`config.mk`:
```
export PLATFORM = sky130hd
export DESIGN_NAME = clock_divider_multi
export DESIGN_NICKNAME = d
export VERILOG_FILES = /design/src/rtl/clock_divider_multi.sv
export SDC_FILE = /design/constraint.sdc
export NUM_CORES = 1
export LEC_CHECK = 0
export ABC_AREA = 1
export CAP_MARGIN = 5
export CORE_ASPECT_RATIO = 1.75
export CORE_MARGIN = 8
export CORE_UTILIZATION = 60
export DETAILED_ROUTE_END_ITERATION = 16
export PLACE_DENSITY = 0.88
export SETUP_SLACK_MARGIN = 0.15
export SYNTH_ARGS = -nofsm -noshare
export SYNTH_HDL_FRONTEND = slang
export SYNTH_HIERARCHICAL = 1
export SYNTH_SLANG_ARGS = --single-unit
export TNS_END_PERCENT = 5
```
`constraint.sdc`:
```
create_clock -name clk -period 4.2 [get_ports clk]
set_input_delay 0.84 -clock clk [delete_from_list [all_inputs] [get_ports clk]]
set_output_delay 0.84 -clock clk [all_outputs]
set_load 0.02 [all_outputs]
```
`src/rtl/clock_divider_multi.sv`:
```
// Multi-channel power-of-two clock divider. One shared free-running counter feeds
// per-lane taps whose select changes only at a boundary where both the old and new tap bits are zero.
module clock_divider_lane #(
  parameter int WIDTH = 32,
  parameter int SELW  = 5
) (
  input  logic             clk,
  input  logic             rst_n,
  input  logic             en,
  input  logic             clr,
  input  logic [SELW-1:0]  sel,
  input  logic [WIDTH-1:0] cnt_next,
  output logic             clk_div,
  output logic             tick,
  output logic             busy
);
  localparam logic [SELW-1:0] SEL_TOP = SELW'(WIDTH - 1);

  logic [SELW-1:0]  sel_sat, sel_pend, sel_act, sel_max, sel_eff;
  logic [WIDTH-1:0] mask, tap;
  logic             sw;

  always_comb begin
    sel_sat = (sel > SEL_TOP) ? SEL_TOP : sel;
    sel_max = (sel_pend > sel_act) ? sel_pend : sel_act;
    // low (sel_max+1) bits of cnt_next must all be zero before a switch
    mask    = {WIDTH{1'b1}} >> (SEL_TOP - sel_max);
    sw      = en && (sel_pend != sel_act) && ((cnt_next & mask) == '0);
    sel_eff = sw ? sel_pend : sel_act;
    tap     = cnt_next >> sel_eff;
  end

  assign busy = (sel_pend != sel_act);

  always_ff @(posedge clk or negedge rst_n) begin
    if (!rst_n) begin
      sel_pend <= '0;
      sel_act  <= '0;
      clk_div  <= 1'b0;
      tick     <= 1'b0;
    end else begin
      sel_pend <= sel_sat;
      if (clr) begin
        sel_act <= sel_pend;
        clk_div <= 1'b0;
        tick    <= 1'b0;
      end else begin
        sel_act <= sel_eff;
        if (en) begin
          clk_div <= tap[0];
          tick    <= ~clk_div & tap[0];
        end else begin
          tick    <= 1'b0;
        end
      end
    end
  end
endmodule

module clock_divider_multi #(
  parameter int WIDTH = 32,
  parameter int NCH   = 4,
  parameter int SELW  = 5
) (
  input  logic                clk,
  input  logic                BTN0,
  input  logic                en,
  input  logic                clr,
  input  logic [NCH*SELW-1:0] sel,
  output logic [WIDTH-1:0]    cnt,
  output logic [NCH-1:0]      clk_div,
  output logic [NCH-1:0]      tick,
  output logic [NCH-1:0]      busy
);
  logic [WIDTH-1:0] cnt_next;

  assign cnt_next = en ? cnt + WIDTH'(1) : cnt;

  always_ff @(posedge clk or negedge BTN0) begin
    if (!BTN0)    cnt <= '0;
    else if (clr) cnt <= '0;
    else          cnt <= cnt_next;
  end

  clock_divider_lane #(.WIDTH(WIDTH), .SELW(SELW)) u_lane [NCH-1:0] (
    .clk      (clk),
    .rst_n    (BTN0),
    .en       (en),
    .clr      (clr),
    .sel      (sel),
    .cnt_next (cnt_next),
    .clk_div  (clk_div),
    .tick     (tick),
    .busy     (busy)
  );
endmodule

```
==> impl_results.md, run 1 <==
- DRT antenna net count: 0
- GRT Total Usage: 32.27%
- Setup Skew: 0.01136 ns
- Critical Path Max Stage Delay: 0.52 ns
- Yosys top cell by area: dfrtp_1
- Initial antenna violation count: 0
- Nets: 1593
- Slowest cell on crit path: clkdlybuf4s50_1
- Synthesized flop and latch total: 80
- Seq pwr share: 26.5%
- DR DRC count: 0
- Internal: 0.001836 W
- Status: finished clean
- Row cnt: 58
- Vias in the first global route: 9625
- Primary FF master, synth: dfrtp_1
- Critical path class: in -> reg
- Top cell by count, worst path: nand2_1
- Max-slew headroom: 28.39%
- H-tree Lvls: 3
- Most frequent cells in the layout: 463 x nand2_1, 318 x nand3_1, 113 x inv_1
- Vias: 10440
- Post-synth EDFFs: 0
- Clk network pwr share: 28.3%
- Core area: 14300 um^2
- Sw Pwr: 0.001429 W
- Max clock buf depth: 2
- IO Pins: 68
- CTS buffer count: 9
- First-pass GRT wire length: 48130 um
- Worst-path clk slew: 0.07 ns
- Post-Syn Area: 8687 um^2
- Highest clock rate: 0.2484 GHz
- Final Critical Period: 4.026 ns
- Crit share post-route: 95.85%
- Clock Latency Late Sink: 0.35 ns
- Syn_nets: 1473
- Worst Hold Depth: 2
- Root buffer cell: clkbuf_16
- Post-DP HPWL: 22540 um
- GRT overflow: 0
- Hold Vio Cnt, Final: 0
- CP Data Required Time: 4.45 ns
- Leakage: 5.189 nW
- Worst Reg-to-Reg Cells: 25
- First-pass DRT Iterations: 10
- Die Area: 18740 um^2
- Total power: 0.003265 W
- Dpl ws: -0.07015 ns
- Worst hold path type: reg -> reg
- Die width: 107.0 um
- Number of max-cap violations: 0
- WP data arrival: 4.27 ns
- Slack of the critical path: 0.1741 ns
- Non-Filler Instances: 1733
- Sw frac: 43.76%
- Comb pwr share: 45.2%
- Synth top area cells: dfrtp_1 23%, nand2_1 20%, nand3_1 18%
- Hold-fix buffer count after cts: 0
- Library cells used by synthesis: 33
- Seq/Total Area, Yosys: 23.04%
- Tightest Pin Transition: 1.074 ns
- Pwr per Cell Area: 309.2 nW/um^2
- Proportion of layout cells with a drive suffix above 1: 17.13%
- Post-synth top area share: 23.04%
- Initial Util: 60.76%
- ANT cells: 0
- Initial DRC Count: 1119
- Peak VDD IR: 0.2517 mV
- CP Max Fanout: 8
- Crit path capture type: register
- Synth-to-Final Area Change: 21.58%
- Buffers on Ports: 67
- Gpl congestion: 0.9926
- Routed wire length: 31670 um
- RSZ-0062 raised after global routing: yes
- Slew Viols, Final: 0
- Crit path launch type: primary input
- FFs w/ async S/R, synth: 100.0%
- # setup viols final: 0
- Syn_area_per_cell: 6.083 um^2
- Die height: 175.2 um
- Number of vias per cell: 6.026
- Hold slack: 0.5159 ns
- Post-Place Cells: 1709
- Commonest non-fill, non-tap cell in the layout: nand2_1
- Post-layout util: 73.88%
- Crit path cell chain: clkdlybuf4s50_1 -> buf_12 -> inv_2 -> nor2_1 -> nand2_1 -> xor2_1 -> inv_1 -> nand3_1 -> nand2_1 -> nor2_1 -> nand2_1 -> nor2_4 -> nand2_8 -> o21ai_4 -> nand3_1 -> nand3_1 -> nand3_1 -> nand3_1 -> nand2_1 -> nand2_1 -> nand2_1
- CTS tree: done
- WL per Instance: 18.27 um
- YS warnings: 6
- Largest net degree at the start of global routing: 81
- TritonCTS Sinks: 80
- Synth Instances: 1428
## synth_stat cells, types with 3 or more instances
cell,n
a21oi_1,33
buf_2,12
buf_4,5
buf_6,16
clkbuf_1,27
clkinv_1,3
dfrtp_1,80
ha_1,21
inv_1,119
inv_2,18
nand2_1,466
nand2_2,39
nand2_4,15
nand3_1,319
nand3_2,8
nand3_4,5
nand3b_1,8
nand4_1,27
nor2_1,98
nor2_2,16
nor2_4,14
nor3_1,3
o21a_1,4
o21ai_0,30
o21ai_1,16
o21ai_2,4
o21ai_4,8
or2_2,3
xor2_1,7
## through the flow
stage               instance area [um^2]   TNS [ns]
global placement                   10080  -0.005455
finish                             10560          0
global route                       10560          0
CTS                                10410          0
floorplan                           8687          0
detailed placement                 10080    -0.1869
## per-layer routing
metal	global-route usage, %	vias up	wire length [um]
li1	-	4885	-
met1	34.63	4642	10940
met2	54.03	697	14960
met3	6.234	219	3101
met4	25.13	0	2665
met5	0	-	0
## final cells by class
cell class | instances | area [um^2]
Multi-Input combinational cell | 1150 | 5877
Fill cell | 1185 | 3735
Sequential cell | 80 | 2002
Timing Repair Buffer | 167 | 1597
Inverter | 140 | 529.3
Clock buffer | 9 | 225.2
Tap cell | 180 | 225.2
Clock inverter | 7 | 106.4
## power by group through the flow
stage | Clock [W] | Sequential [W] | Combinational, W
2_1_floorplan | 0 | 0.000879 | 0.00105
3_3_place_gp | 0 | 0.000876 | 0.00139
3_5_place_dp | 0 | 0.000878 | 0.00140
4_1_cts | 0.000926 | 0.000864 | 0.00141
5_1_grt | 0.000963 | 0.000869 | 0.00161
6_report | 0.000923 | 0.000866 | 0.00148
## worst paths after layout
path,from,endpoint,slack (ns)
worst max-delay path,en,u_lane[0]/clk_div,0.17
worst max register to register,u_lane[0]/sel_pend[1],u_lane[0]/clk_div,0.34
worst min register to register,u_lane[0]/clk_div,u_lane[0]/clk_div,0.52
max in group asynchronous,BTN0,cnt[19],2.83
worst min-delay path,u_lane[0]/clk_div,u_lane[0]/clk_div,0.52
min in group asynchronous,BTN0,u_lane[1]/tick,0.68
## state kept, by name (all words and copies together), names as in the netlist
signal / cells
cnt: 32
u_lane/sel_act: 20
u_lane/sel_pend: 20
u_lane/clk_div: 4
u_lane/tick: 4
## critical path: cells and delay by family
kind	cells	cell delay [ns]
xor gates and xnor gates	1	0.23
and+or+nand+nor	15	1.86
buffers and inverters	4	0.99
AOI/OAI and AO/OA	1	0.31
## kinds of logic (layout without fill, tap and decap cells)
family | Yosys count | in the layout | share of synthesized area, %
AO/OA/AOI/OAI | 95 | 96 | 6.798
XOR/XNOR | 9 | 9 | 0.9939
adder cells (fa/ha/maj) | 21 | 21 | 3.025
buffers and inverters | 200 | 323 | 10.41
flip-flops | 80 | 80 | 23.04
AND/OR/NAND/NOR | 1023 | 1024 | 55.73
## what timing repair did
action	4_1_cts	5_1_grt
buffers inserted	0	6
setup endpoints to repair	0	8
resized for setup	0	25
Note: power is estimated with default switching activity, not from simulation.
==> inputs of run 2 (changes only) <==
Settings changed: GPL_ROUTABILITY_DRIVEN from default to 1.
==> results of run 2 <==
Final layout, timing and power as in run 1 (identical DEF).
